<file path="src/rtl/cacheline_mem_arbiter_pkg.sv">
// cache_types: shared FSM/owner encodings and line geometry for the cacheline memory arbiter (CACHE_ARB_PREFETCH_EN adds the prefetch owner)
package cache_types;
  typedef enum logic [1:0] {ARB_IDLE, ARB_ISSUE, ARB_WAIT} arb_state_t;
`ifdef CACHE_ARB_PREFETCH_EN
  typedef enum logic [1:0] {OWN_NONE, OWN_IC, OWN_DC, OWN_PF} arb_owner_t;
`else
  typedef enum logic [1:0] {OWN_NONE, OWN_IC, OWN_DC} arb_owner_t;
`endif
  function automatic int line_offset_bits(input int cls);
    return $clog2(cls / 8);
  endfunction
  localparam int LINE_OFFSET_BITS = line_offset_bits(256);
endpackage

</file>
<file path="src/rtl/cacheline_mem_arbiter_picker.sv">
// mem_arb_picker: combinational 2-way round-robin demand picker (ic/dc) with prefetch as lowest-priority fallback; rr_dc=1 favours dc on contention; pf_req exists only with CACHE_ARB_PREFETCH_EN
module mem_arb_picker
  import cache_types::*;
(
  input  logic       ic_req,
  input  logic       dc_req,
`ifdef CACHE_ARB_PREFETCH_EN
  input  logic       pf_req,
`endif
  input  logic       rr_dc,
  output arb_owner_t grant
);
  arb_owner_t fallback;
`ifdef CACHE_ARB_PREFETCH_EN
  assign fallback = pf_req ? OWN_PF : OWN_NONE;
`else
  assign fallback = OWN_NONE;
`endif
  always_comb begin
    grant = (ic_req && dc_req) ? (rr_dc ? OWN_DC : OWN_IC) :
            ic_req ? OWN_IC : dc_req ? OWN_DC : fallback;
  end
endmodule

</file>
<file path="src/rtl/cacheline_mem_arbiter.sv">
// cacheline_mem_arbiter: serialises icache demand, icache prefetch and dcache line transactions onto one memory port.
// Ports: ic_read/ic_addr/ic_resp, pf_read/pf_addr/pf_resp (active only with CACHE_ARB_PREFETCH_EN), dc_read/dc_write/dc_addr/dc_wdata/dc_resp,
// mem_read/mem_write/mem_addr/mem_wdata strobes to memory, mem_resp/mem_rdata back, mem_rdata_o broadcast to requesters.
module cacheline_mem_arbiter
  import cache_types::*;
#(
  parameter int CACHE_LINE_SIZE = 256,
  parameter int ADDR_WIDTH      = 32
) (
  input  logic                       clk,
  input  logic                       rst,
  input  logic                       ic_read,
  input  logic [ADDR_WIDTH-1:0]      ic_addr,
  output logic                       ic_resp,
  input  logic                       pf_read,
  input  logic [ADDR_WIDTH-1:0]      pf_addr,
  output logic                       pf_resp,
  input  logic                       dc_read,
  input  logic                       dc_write,
  input  logic [ADDR_WIDTH-1:0]      dc_addr,
  input  logic [CACHE_LINE_SIZE-1:0] dc_wdata,
  output logic                       dc_resp,
  output logic [CACHE_LINE_SIZE-1:0] mem_rdata_o,
  output logic                       mem_read,
  output logic                       mem_write,
  output logic [ADDR_WIDTH-1:0]      mem_addr,
  output logic [CACHE_LINE_SIZE-1:0] mem_wdata,
  input  logic                       mem_resp,
  input  logic [CACHE_LINE_SIZE-1:0] mem_rdata
);
  localparam int OFF = line_offset_bits(CACHE_LINE_SIZE);
  localparam logic [ADDR_WIDTH-1:0] ADDR_MASK = ~ADDR_WIDTH'((1 << OFF) - 1);
  arb_state_t state, state_nx;
  arb_owner_t owner, grant;
  logic rr_dc, is_write, dc_req, done;
  logic [ADDR_WIDTH-1:0] grant_addr;
  assign dc_req = dc_read || dc_write;
  mem_arb_picker u_picker (
    .ic_req (ic_read),
    .dc_req (dc_req),
`ifdef CACHE_ARB_PREFETCH_EN
    .pf_req (pf_read),
`endif
    .rr_dc  (rr_dc),
    .grant  (grant)
  );
`ifdef CACHE_ARB_PREFETCH_EN
  assign grant_addr = grant == OWN_DC ? dc_addr : grant == OWN_PF ? pf_addr : ic_addr;
`else
  logic unused_pf;
  assign unused_pf  = pf_read ^ (^pf_addr);
  assign grant_addr = grant == OWN_DC ? dc_addr : ic_addr;
`endif
  always_ff @(posedge clk) begin
    if (rst) begin
      state     <= ARB_IDLE;
      owner     <= OWN_NONE;
      rr_dc     <= 1'b0;
      is_write  <= 1'b0;
      mem_addr  <= '0;
      mem_wdata <= '0;
    end else begin
      state <= state_nx;
      if (state == ARB_IDLE && grant != OWN_NONE) begin
        owner    <= grant;
        mem_addr <= grant_addr & ADDR_MASK;
        is_write <= grant == OWN_DC && dc_write;
        if (grant == OWN_DC) mem_wdata <= dc_wdata;
        // Prefetch grants leave the demand rotation untouched.
        if (grant == OWN_IC) rr_dc <= 1'b1;
        if (grant == OWN_DC) rr_dc <= 1'b0;
      end
    end
  end
  always_comb begin
    done      = state == ARB_WAIT && mem_resp;
    state_nx  = state == ARB_IDLE  ? (grant != OWN_NONE ? ARB_ISSUE : ARB_IDLE) :
                state == ARB_ISSUE ? ARB_WAIT : (mem_resp ? ARB_IDLE : ARB_WAIT);
    mem_read  = state == ARB_ISSUE && !is_write;
    mem_write = state == ARB_ISSUE && is_write;
    ic_resp   = done && owner == OWN_IC;
    dc_resp   = done && owner == OWN_DC;
`ifdef CACHE_ARB_PREFETCH_EN
    pf_resp   = done && owner == OWN_PF;
`else
    pf_resp   = 1'b0;
`endif
  end
  assign mem_rdata_o = mem_rdata;
  a_ic_held: assert property (@(posedge clk) disable iff (rst)
    (state != ARB_IDLE && owner == OWN_IC) |-> ic_read);
  a_dc_held: assert property (@(posedge clk) disable iff (rst)
    (state != ARB_IDLE && owner == OWN_DC) |-> dc_req);
`ifdef CACHE_ARB_PREFETCH_EN
  a_pf_held: assert property (@(posedge clk) disable iff (rst)
    (state != ARB_IDLE && owner == OWN_PF) |-> pf_read);
`endif
  a_dc_excl: assert property (@(posedge clk) disable iff (rst) !(dc_read && dc_write));
endmodule

</file>
<file path="config.mk">
export PLATFORM = sky130hd
export DESIGN_NAME = cacheline_mem_arbiter
export DESIGN_NICKNAME = d
export VERILOG_FILES = /design/src/rtl/cacheline_mem_arbiter_pkg.sv /design/src/rtl/cacheline_mem_arbiter_picker.sv /design/src/rtl/cacheline_mem_arbiter.sv
export SDC_FILE = /design/constraint.sdc
export NUM_CORES = 1
export LEC_CHECK = 0
export CORE_AREA = 5 5 449 451
export CTS_CLUSTER_SIZE = 16
export DETAILED_ROUTE_END_ITERATION = 6
export DIE_AREA = 0 0 454 456
export PLACE_DENSITY = 0.35
export SKIP_CTS_REPAIR_TIMING = 1
export SLEW_MARGIN = 20
export SYNTH_ARGS = -nofsm -noshare
export SYNTH_HDL_FRONTEND = slang
export SYNTH_SLANG_ARGS = --single-unit
export TNS_END_PERCENT = 100
</file>
<file path="constraint.sdc">
create_clock -name clk -period 2.3 [get_ports clk]
set_input_delay 0.46 -clock clk [delete_from_list [all_inputs] [get_ports clk]]
set_output_delay 0.46 -clock clk [all_outputs]
set_load 0.005 [all_outputs]
</file>
# Word level (Yosys, flattened, before mapping)
# Cells that the tools add are included.
# W data, S select, Z words.
[classes] n_eq_ne=6 mux=11 reduce_logical=15
[op_table] op="$mux W32" n=1
[op_table] op="$mux W2" n=7
[op_table] op="$logic_and A1 B1 Y1" n=8
[op_table] op="$eq A2 B1 Y1 const B" n=3
[op_table] op="$eq A2 B2 Y1 const B" n=3
[op_table] op="$reduce_and A2 Y1" n=2
[op_table] op="$reduce_bool A2 Y1" n=2
[op_table] op="$mux W1" n=3
[op_table] op="$logic_not A2 Y1" n=1
[op_table] op="$logic_not A1 Y1" n=1
[op_table] op="$logic_or A1 B1 Y1" n=1
[word_totals] reg_bits=289 output_inout_bits=549 inputBits=615 word_cells=38

# Longest topological paths before layout
# Gate-level depths: netlist of run 1.
[depth] ltp_word=7 depth_mapped=9 mapped_depth_nobuf=6

# By module
# From an unflattened synthesis of run 1, not the netlist that was laid out.
[hier_totals] hier_cells=1500 area_unflattened_um2=12428.2
[modules_own_cells] module="cacheline_mem_arbiter" n_inst=1 seq_area_each_um2=5785.5 area_each_um2=12409.4 cells_each=1497
[modules_own_cells] module="mem_arb_picker" n_inst=1 seq_area_each_um2=0.0 area_each_um2=18.8 cells_each=3

# Worst setup path after synthesis of run 1
# No wires, ideal clock.
[synth_path] path_type="input port to flip-flop" start="input port dc_write" end="register rr_dc" required_ps=2209 setup_ps=91 setup_slack_ps=518 cell_stages=8 path_buffers=2 arrival_ps=1691 path_cell_list="nor2_2 -> buf_2 -> buf_2 -> nor2_1 -> ha_1 -> inv_1 -> a31oi_1 -> a311oi_1"
[synth_between] elab_chain_cells=7 word_cells_on_any_way=12 cone_classes="2 x eq/ne; 4 x mux; 6 x reduce/logical"
[synth_lines] item="start, declared" line="cacheline_mem_arbiter.sv:19" source="input logic dc_write,"
[synth_lines] item="$logic_or A1 B1 Y1 (*)" line="cacheline_mem_arbiter.sv:37" source="assign dc_req = dc_read || dc_write;"
[synth_lines] item="$mux W2 (2 in series)" line="cacheline_mem_arbiter_picker.sv:21" source="ic_req ? OWN_IC : dc_req ? OWN_DC : fallback;"
[synth_lines] item="$mux W2 (*)" line="cacheline_mem_arbiter_picker.sv:20" source="grant = (ic_req && dc_req) ? (rr_dc ? OWN_DC : OWN_IC) :"
[synth_lines] item="$eq A2 B2 Y1 (tied with other cells)" line="cacheline_mem_arbiter.sv:71" source="if (grant == OWN_DC) rr_dc <= 1'b0;"
[synth_lines] item="$reduce_bool A2 Y1 (no source line) / $logic_and A1 B1 Y1 (equally long branches)"
[synth_lines] item="$reduce_and A2 Y1 (no source line)"
[synth_lines] item="end signal, assigned" line="cacheline_mem_arbiter.sv:58" source="rr_dc <= 1'b0;"
[synth_lines] item="end signal, assigned" line="cacheline_mem_arbiter.sv:70" source="if (grant == OWN_IC) rr_dc <= 1'b1;"
[synth_lines] item="end signal, assigned" line="cacheline_mem_arbiter.sv:71"
[synth_lines] item="end, declared" line="cacheline_mem_arbiter.sv:35" source="logic rr_dc, is_write, dc_req, done;"
# Every way passes the cells marked *; elsewhere a longest branch is shown, timed or not.
# A chain may end at the register's enable or synchronous reset.

# Worst setup path after layout of run 1
[layout_path] start="register mem_wdata[254]" end="output port mem_wdata[254]"
[layout_rtl] item="start, declared" line="cacheline_mem_arbiter.sv:27" source="output logic [CACHE_LINE_SIZE-1:0] mem_wdata,"
[layout_rtl] item="start signal, assigned" line="cacheline_mem_arbiter.sv:68" source="if (grant == OWN_DC) mem_wdata <= dc_wdata;"
# No word-level cell between the ends.

==> results of run 1 <==
==> sequential cells by signal, indices dropped and copies added, names as in the netlist <==
name       count
mem_wdata    256
mem_addr      27
state          2
is_write       1
rr_dc          1
owner          2
==> synth_stat cells (2+ instances only) <==
library cell and count:
dfxtp_1 289, a21oi_1 286, buf_4 276, nand4_1 256, o31ai_2 185, buf_2 120
o31ai_1 71, clkbuf_1 64, nand3_1 30, a311oi_1 25, buf_6 25, o21ai_0 18
o21ai_1 13, a311oi_2 3, nand2_1 3, nor2_1 2, nor2_4 2, nor4b_1 2
or2_1 2
==> stage by stage <==
stage | hold slack (ps) | std cells | setup WS, ps | cell area, um^2
2_1_floorplan | 463.6 | 1690 | 517.9 | 15620
3_3_place_gp | 455.6 | 4589 | 33.62 | 23460
3_5_place_dp | 460.9 | 4589 | 21.09 | 23460
4_1_cts | 108.9 | 4669 | -348.0 | 24930
5_1_grt | 157.7 | 4672 | -4.891 | 24970
6_report | 175.4 | 4674 | 15.20 | 24980
==> layer usage <==
metal	up-vias	global-route usage	wire length, um
li1	6755	-	-
met1	7415	0.1164	44040
met5	-	0.005364	160
met4	2	0.03623	3960
met2	705	0.1704	52910
met3	253	0.03874	9476
==> logic make-up (layout without fill, tap and decap cells) <==
kind of cell | after synthesis | count (layout) | synth area share
AO/OA/AOI/OAI | 602 | 602 | 0.3016
buffers and inverters | 487 | 826 | 0.2060
AND/OR/NAND/NOR | 305 | 305 | 0.1205
flip-flops | 289 | 289 | 0.3709
adder cells (fa/ha/maj) | 1 | 1 | 0.0008019
other | 1 | 11 | 0.0002404
==> final cells by class <==
class	instances	area (um^2)	share of cell area
Sequential cell	289	5786	0.2316
Inverter	1	3.754	0.0001503
Antenna cell	5	12.51	0.0005010
Timing Repair Buffer	745	7752	0.3104
Multi-Input combinational cell	914	6648	0.2662
Clock buffer	69	1346	0.05390
Clock inverter	11	125.1	0.005010
Tap cell	2640	3303	0.1323
==> worst paths after layout <==
check,start,to,slack [ps],cells after the start
max,mem_wdata[254]$_SDFFE_PP0P_,mem_wdata[254],20,1
min,rst,mem_wdata[66]$_SDFFE_PP0P_,180,2
max reg2reg,state[0]$_SDFF_PP0_,mem_wdata[117]$_SDFFE_PP0P_,440,4
min reg2reg,mem_wdata[172]$_SDFFE_PP0P_,mem_wdata[172]$_SDFFE_PP0P_,470,2
==> power groups by stage <==
stage               sequential, mW  combinational, mW  clock, mW
CTS                           5.87               5.45       7.45
global placement              5.96               5.45          0
global route                  5.92               5.69       7.57
finish                        5.86               5.31       7.05
floorplan                     5.93               2.60          0
detailed placement            5.97               5.42          0
==> results.md, run 1 <==
* Status: completed
* Most frequent cells in the layout: clkdlybuf4s50_1, dfxtp_1, a21oi_1
* P&R area growth vs syn at 60.11%
* Final wirelength at approximately 110000 um
* Leakage power total at ~7.7 nW
* Layout cell share with drive strength beyond 1 at 0.2035
* CORE AREA at around 200000 um^2
* Clock Skew at about 22 ps
* Hold Crit Class: in2reg
* Iteration-0 DRC Markers at 1003
* Top Ports at about 1.2k
* Final TNS setup at 0 ps
* Cell Pwr Density at approximately 730 nW/um^2
* Gate power share at 0.291
* Main synth FF type: dfxtp_1
* Max Fanout on Critical Path at 2
* Normalized max-slew margin at 0.5762
* Core Rows at between 150 and 200
* Vias in the first global route at 15.33k
* Clock power frac at 0.387
* Final min period at between 2000 and 2500 ps
* Die ar. at between 200000 and 250000 um^2
* Detailed-route DRC error count at 0
* Worst skew pair latency at 650 ps
* Nets at around 2.6k
* Fin crit share at 0.9934
* CTS tree: done
* Yosys top cell by area: dfxtp_1
* DIE WIDTH at 454 um
* Final setup violation count at 0
* Total power at ~18 mW
* Fmax achieved at approximately 0.44 GHz
* Synth top area share at 0.3709
* Final hold vios at 0
* H-tree levels at 2
* Crit Path Category: reg2out
* GP Congestion at 0.7384
* Via count at ~15k
* Switching portion of total power at 0.3407
* Mapped Area at ~16000 um^2
* Crit-path slowest cell: clkdlybuf4s50_1
* Distinct cell type count after synthesis at 32
* Total CTS buffers at 44
* Most common cell after layout, fill and taps aside: clkdlybuf4s50_1
* EDFF count, synth at 0
* Filler cells at ~22k
* Startpoint Class: flip-flop
* Reg power frac at 0.322
* Initial core utilization at 0.07927
* DRT antenna net count at 0
* Crit. End Element: output pin
* First-pass GRT wire length at approximately 140000 um
* Hpwl dp at just under 90000 um
* Synth area leaders: dfxtp_1, o31ai_2, buf_4
* Worst slew pin tran at 635.8 ps
* Mapped Avg Cell Area at between 9 and 10 um^2
* Root Buffer: clkbuf_16
* Clock Tree Buf Depth at 3
* Peak VDD IR at roughly 0.44 mV
* Post-Route Utilization at 0.1269
* CTS sink cnt at between 200 and 300
* Worst Path Required at between 1500 and 2000 ps
* Pins over their slew limit at 0
* Internal at roughly 12 mW
* Routed len/inst at around 24 um
* First-pass DRT Iterations at 5
* Mapped Cells at around 1.7k
* All-layer global routing usage at 0.1014
* Max-Cap Viols at 0
* Avg Vias per Cell at between 3 and 4
* CP Buf/Inv Count at 1
* Clock-pin slew on the worst setup and hold paths at 60 ps
* Sw power at around 6.2 mW
* Async SR Flop Fraction at 0
* Buffers on Ports at 602
* Die H at between 400 and 500 um
* Synth warnings at 0
* Worst Path Arrival at 1820 ps
* CP cell instances: clkdlybuf4s50_1
* Largest net degree at the start of global routing at 58
* Register bit total from synthesis at between 200 and 300
* Initial antenna violation count at 39
* Top delay family on crit path: buffers and inverters
* Sequential area share after synthesis at 0.3709
* Delay of the slowest cell on the worst path at between 800 and 900 ps
* Gr ovfl total at 0
Note: power is estimated with default switching activity, not from simulation.
==> inputs of run 2 (changes only) <==
Settings changed: CTS_BUF_LIST set to sky130_fd_sc_hd__clkbuf_2 sky130_fd_sc_hd__clkbuf_4 sky130_fd_sc_hd__clkbuf_8.
==> results.md, run 2 (same netlist as run 1, synthesis figures left out) <==
* Status: completed
* Top Registers: mem_wdata: 256 flops, mem_addr: 27 flops
* Setup WS pre-CTS at about 21 ps
* Crit. End Element: output pin
* DIE WIDTH at roughly 450 um
* Clock Skew at between 40 and 50 ps
* Worst Path Arrival at ~1700 ps
* Gate power share at 0.299
* Reg area at 5801 um^2
* Top delay family on crit path: buffers and inverters
* Clock-pin slew on the worst setup and hold paths at roughly 60 ps
* Gr ovfl total at 0
* Placed cells at 4589
* Startpoint Class: flip-flop
* Final setup violation count at 0
* Fin crit share at 0.9519
* Via count at about 15k
* Iteration-0 DRC Markers at 964
* DRT antenna net count at 0
* Clock Tree Buf Depth at 3
* Initial core utilization at 0.07927
* GP Congestion at about 0.74
* Die H at between 400 and 500 um
* Vias in the first global route at 15.59k
* CP Buf/Inv Count at 1
* Crit-path slowest cell: clkdlybuf4s50_1
* P&R area growth vs syn at 60.95%
* Final TNS setup at 0 ps
* First-pass GRT wire length at 145400 um
* Nets at approximately 2.6k
* Worst Path Required at ~1800 ps
* Avg Vias per Cell at 3.247
* Max-Cap Viols at 0
* Total CTS buffers at just under 70
* Hold Crit Class: in2reg
* CORE AREA at between 150000 and 200000 um^2
* All-layer global routing usage at 0.1024
* Detailed-route DRC error count at 0
* Initial antenna violation count at between 40 and 50
* Final hold vios at 0
* Total power at approximately 18 mW
* Root Buffer: clkbuf_8
* Max Fanout on Critical Path at 2
* Sw power at 6.202 mW
* Routed len/inst at ~24 um
* Final wirelength at between 100000 and 150000 um
* H-tree levels at 3
* Placed cell area at roughly 23000 um^2
* Switching portion of total power at 0.3516
* CP cell instances: clkdlybuf4s50_1
* Peak VDD IR at about 0.3 mV
* Hpwl dp at 87240 um
* Clock power frac at 0.368
* Most common cell after layout, fill and taps aside: clkdlybuf4s50_1
* Leakage power total at between 8 and 9 nW
* Filler cells at 22.50k
* Worst slew pin tran at between 600 and 700 ps
* Footprint of the multi-input gates at between 6000 and 7000 um^2
* Layout cell share with drive strength beyond 1 at 0.2305
* Reg power frac at 0.332
* Delay of the slowest cell on the worst path at ~570 ps
* Finished Layout Cells at about 4.7k
* Worst skew pair latency at about 760 ps
* CTS tree: done
* First-pass DRT Iterations at 6
* Pins over their slew limit at 0
* Buffers on Ports at between 600 and 700
* Fmax achieved at approximately 0.46 GHz
* Post-Route Utilization at 0.1276
* Top Ports at 1164
* Largest register by flop count: mem_wdata
* Normalized max-slew margin at 0.5853
* Post-Layout Inst Area at about 25000 um^2
* WHS at between 60 and 70 ps
* Core Rows at around 160
* Number of flip-flops in the largest register at 256
* Cell Pwr Density at about 700 nW/um^2
* CTS sink cnt at between 200 and 300
* Largest net degree at the start of global routing at 58
* Final min period at between 2000 and 2500 ps
* Worst setup margin at 110.5 ps
* Die ar. at between 200000 and 250000 um^2
* Internal at between 10 and 15 mW
* Most frequent cells in the layout: clkdlybuf4s50_1, a21oi_1, dfxtp_1
* Crit Path Category: reg2out
==> run 2: changes by cell type in the layout (fill, tap and decap cells not counted), sizes merged <==
cell	delta
clkinv	+2
bufinv	-1
clkinvlp	+1
buf	+1
clkbuf	+39
clkdlybuf4s50	-75
diode	+1
dlymetal6s2s	+73
==> run 2: final timing paths <==
check | start | endpoint | slack (ps) | cells after the start
hold reg to reg | mem_wdata[219]$_SDFFE_PP0P_ | mem_wdata[219]$_SDFFE_PP0P_ | 470 | 2
setup / recovery | mem_addr[25]$_SDFFE_PP0P_ | mem_addr[25] | 110 | 1
hold / removal | rst | mem_wdata[75]$_SDFFE_PP0P_ | 60 | 2
setup reg to reg | state[0]$_SDFF_PP0_ | mem_wdata[117]$_SDFFE_PP0P_ | 510 | 4
==> run 2: metal layers <==
metal	up-vias	wire length, um	track usage
met3	270	10180	0.04168
met5	-	173	0.005364
met4	4	3812	0.03726
met2	721	53510	0.1722
met1	7498	43510	0.1158
li1	6815	-	-
==> run 2: cell type report <==
cell class | count | share of cell area
tap | 2640 | 0.1316
timing repair buffer | 746 | 0.3159
sequential | 289 | 0.2310
antenna | 6 | 0.0005980
clock buffer | 106 | 0.05163
multi-input combinational | 914 | 0.2652
clock inverter | 13 | 0.003887
inverter | 1 | 0.0001495
==> run 2: worst register-to-register path, delay by kind of cell (launching register included) <==
kind	cells	cell delay, ps
and+or+nand+nor	1	550
buffers and inverters	1	450
DFF	1	420
AOI/OAI and AO/OA	2	290
==> run 2: power by group through the flow <==
stage / combinational, mW / sequential [mW] / clock, mW
final: 5.28 / 5.86 / 6.50
after global routing: 5.68 / 5.92 / 7.11
after CTS: 5.45 / 5.87 / 6.95
after detailed placement: 5.42 / 5.97 / 0
after global placement: 5.45 / 5.96 / 0
after floorplan: 2.60 / 5.93 / 0
==> RTL change 1, RTL diff (flow settings as in run 1) <==
Change the parameter `ADDR_WIDTH` from 32 to 40.
--- a/src/rtl/cacheline_mem_arbiter.sv
+++ b/src/rtl/cacheline_mem_arbiter.sv
@@ -7,3 +7,3 @@
   parameter int CACHE_LINE_SIZE = 256,
-  parameter int ADDR_WIDTH      = 32
+  parameter int ADDR_WIDTH      = 40
 ) (
Ports: changed (resized dc_addr, ic_addr, mem_addr and pf_addr); port bits go from 1164 to 1196. No check against the original RTL was run, so the function may have changed too.
==> RTL change 1 against run 1 <==
Final cell count increased by 0.96%; design area decreased by 1.7%; sequential cell count increased by 8; total power increased by 1.1%; synthesized area decreased by 4.6%; routed wire length increased by 1.7%; highest routed layer is now met4; register-to-register slack got worse by 0.10 ns; clock skew increased by 0.012 ns; setup slack improved by 0.11 ns.
==> RTL change 1: results <==
set metrics [dict create \
    clock_skew_ns 0.0338 \
    port_buffers 626 \
    ys_top_cells_by_count "297 x dfxtp_1, 294 x a21oi_1, 283 x buf_4" \
    synth_top_area_share_pct 39.9 \
    path_clk_slew_ns 0.06 \
    status "finished clean" \
    nets 2685 \
    async_flop_share_pct 0 \
    worstSkewPairLatency_ns 0.66 \
    synthMuxAreaShare_pct 0 \
    drive_gt1_share_pct 10.4 \
    synth_area_leaders "dfxtp_1 40%, buf_4 14%, o31ai_1 13%" \
    grt_pass1_vias 15600 \
    crit_path_start_kind "register" \
    timing.rr.end "mem_wdata[187]$_SDFFE_PP0P_" \
    place_congestion 0.723 \
    drt-total-wl_um 112000 \
    viasPerCell 3.27 \
    grt_first_pass_wirelength_um 148000 \
    largest_register_ffs 256 \
    synth_fa_ha_area_share_pct 0.0841 \
    min_to "mem_wdata[118]$_SDFFE_PP0P_" \
    leakage_uw 0.00806 \
    grt_max_degree 98 \
    ff2ff_setup_slack_ns 0.34 \
    drtIter0Drc 876 \
    ir_drop_v 0.000518 \
    cp.arrival_ns 1.72 \
    dpl_worst_slack_ns 0.00238 \
    numCtsBuffers 46 \
    top_regs "mem_wdata: 256 flops, mem_addr: 35 flops" \
    yosysSeqAreaShare_pct 39.9 \
    ys.warnings.count 0 \
    dp_hpwl_um 88500 \
    syn2layout_area_growth_pct 64.9 \
    max_stage_delay_ns 0.71 \
    worstHoldPathType "in -> reg" \
    clockBufferDepth 3 \
    synth.distinct_cells 30 \
    grtUsageTotal_pct 10.4 \
    r2r.worst_path.cells 5 \
    antenna_found_initial 57 \
    tightest_slew_ns 0.642 \
    hold_start "rst" \
    synth_compound_area_share_pct 26.3 \
    holdWs_ns 0.214 \
]
==> RTL change 1: worst max-delay path by stage <==
stage / startpoint / endpoint / slack, ns / cells after the start
2_1_floorplan: dc_write / rr_dc$_SDFFE_PP0P_ / 0.53 / 8
3_3_place_gp: dc_write / mem_addr[8]$_SDFFE_PP0P_ / 0.03 / 6
3_5_place_dp: dc_write / mem_wdata[50]$_SDFFE_PP0P_ / 0.002 / 6
4_1_cts: state[0]$_SDFF_PP0_ / mem_write / -0.30 / 2
5_1_grt: state[0]$_SDFF_PP0_ / mem_read / -0.03 / 2
6_report: mem_wdata[62]$_SDFFE_PP0P_ / mem_wdata[62] / 0.12 / 1
==> RTL change 1: per-layer routing <==
layer | routed length [um] | vias to the layer above | global-route usage (%) | share of wire [%]
li1 | - | 6942 | - | -
met1 | 40500 | 7413 | 10.9 | 36
met2 | 54100 | 822 | 17.6 | 48
met3 | 13500 | 271 | 5.48 | 12
met4 | 4270 | 0 | 3.60 | 3.8
met5 | 0 | - | 0.373 | 0
==> RTL change 1: per-stage QoR <==
step | area (um^2) | setup TNS [ns] | cells
floorplan | 14900 | 0 | 1737
global placement | 22900 | 0 | 4637
detailed placement | 22900 | 0 | 4637
CTS | 24500 | -1.42 | 4717
global route | 24500 | -0.0341 | 4718
finish | 24500 | 0 | 4719
==> RTL change 1: report_power, final <==
group | switching, uW | internal (uW)
Sequential | 304 | 5660
Clock | 3070 | 4340
Combinational | 2730 | 2320
Total | 6100 | 12300
==> RTL change 1: final cells by class <==
type                       count  area [um^2]
inverter                       1         3.75
sequential                   297         5950
multi-input combinational    946         5910
antenna                        2         5.00
clock inverter                16          216
timing repair buffer         753         7840
clock buffer                  64         1320
tap                         2640         3300
fill                       22500       172000
==> RTL change 2, RTL diff (flow settings as in run 1) <==
Without the edit above. Make the reset (`rst`) asynchronous in one clocked block.
--- a/src/rtl/cacheline_mem_arbiter.sv
+++ b/src/rtl/cacheline_mem_arbiter.sv
@@ -53,3 +53,3 @@
 `endif
-  always_ff @(posedge clk) begin
+  always_ff @(posedge clk or posedge rst) begin
     if (rst) begin
Behaviour: not the same (Yosys sat finds a counterexample within 4 cycles, from zero or initial values and one cycle with rst high; the reset may be asserted at any time).
==> RTL change 2 against run 1 <==
Setup slack better by 0.15 ns; synthesized area down 9.7%; sequential cell count unchanged; utilization down 0.91 points; first-iteration DRC count down 65%; design area down 7.2%; routed wire length down 28%; hold slack better by 0.058 ns; fmax up 6.9%; critical path depth unchanged; critical endpoint is now mem_wdata[91]; largest cell class is now sequential cells.
Power is not compared: it rests on default switching activity, and its combinational part moved more than twofold at a synthesized area within 25%.
==> RTL change 2: results <==
set metrics [dict create \
    buf_share_pct 28.5 \
    worstHoldPathType "in -> async" \
    tightest_slew_ns 0.548 \
    timing.rr.end "mem_addr[17]$_DFFE_PP0P_" \
    synth.distinct_cells 25 \
    final-seq-area_um2 7230 \
    clock_buffers 65 \
    multi_input_gates 395 \
    place_congestion 0.747 \
    reg2reg_from "state[1]$_DFF_PP0_" \
    grt_pass1_vias 10000 \
    antenna_found_initial 42 \
    drive_gt1_share_pct 26.9 \
    cp.arrival_ns 1.68 \
    yosysSeqAreaShare_pct 51.4 \
    r2r.worst_path.cells 6 \
    async_flop_share_pct 100 \
    max_stage_delay_ns 0.74 \
    grt_first_pass_wirelength_um 103000 \
    nets 2000 \
    vias 9367 \
    final-clk-cell-share_pct 6.41 \
    yosysTopAreaCell "dfrtp_1" \
    dp_hpwl_um 66300 \
    fill_cells 22300 \
    seq_area_share_pct 31.2 \
    holdWs_ns 0.233 \
    synth_seq_cells 289 \
    buffers_excl_clock 649 \
    synth_area_leaders "dfrtp_1 51%, mux2_4 24%, buf_4 14%" \
    clock_skew_ns 0.0304 \
    wl_per_cell_um 19.6 \
    grt_max_degree 69 \
    status "finished clean" \
    drtPass1Iterations 4 \
    multi_input_area_um2 4520 \
    inv_count 5 \
    post_dp_cell_area_um2 21700 \
    ys_top_cells_by_count "289 x dfrtp_1, 262 x buf_4, 229 x mux2_4" \
    n_antenna_cell 4 \
    grtUsageTotal_pct 7.38 \
    ff2ff_setup_slack_ns 0.41 \
    drtIter0Drc 353 \
]
-- RTL change 2: worst max path at each step --
stage,slack (ns),end,startpoint
2_1_floorplan,-1.99,is_write$_DFFE_PP0P_,rst
3_5_place_dp,-0.12,mem_wdata[231]$_DFFE_PP0P_,dc_write
4_1_cts,-0.23,mem_write,state[0]$_DFF_PP0_
5_1_grt,0.08,mem_wdata[55],mem_wdata[55]$_DFFE_PP0P_
6_report,0.16,mem_wdata[91],mem_wdata[91]$_DFFE_PP0P_
3_3_place_gp,-0.12,mem_wdata[231]$_DFFE_PP0P_,dc_write
-- RTL change 2: metrics by stage --
stage          setup TNS [ns]  std cells  setup slack, ns  utilization [%]
5_1_grt                     0       4061           0.0841             11.8
3_5_place_dp            -3.22       3978           -0.124             11.0
4_1_cts                -0.698       4059           -0.234             11.8
6_report                    0       4063            0.164             11.8
3_3_place_gp            -3.06       3978           -0.119             11.0
2_1_floorplan         -576.03       1000            -1.99                -
-- RTL change 2: layer usage --
metal | vias to the layer above | share of wire, % | wire [um] | GRT usage [%]
met5 | - | 0 | 0 | 0
met4 | 0 | 5.6 | 4450 | 3.77
met3 | 274 | 7.5 | 5980 | 2.12
met2 | 504 | 49 | 39100 | 12.7
met1 | 4639 | 38 | 30100 | 8.28
li1 | 3950 | - | - | -
-- RTL change 2: logic make-up after synthesis --
family,share of synthesized area [%]
buffers and inverters,16.9
other,0.0266
DFF,51.4
AOI/OAI and AO/OA,3.40
and+or+nand+nor,1.63
adders and majority gates,0.0888
muxes,26.6
-- RTL change 2: power by group through the flow --
stage | clock network (uW) | registers (uW) | logic, uW
after global routing | 7550 | 9920 | 15700
after CTS | 7340 | 9600 | 15300
after global placement | 0 | 9600 | 15300
final | 6990 | 9540 | 14900
after floorplan | 0 | 9360 | 6890
after detailed placement | 0 | 9620 | 15200
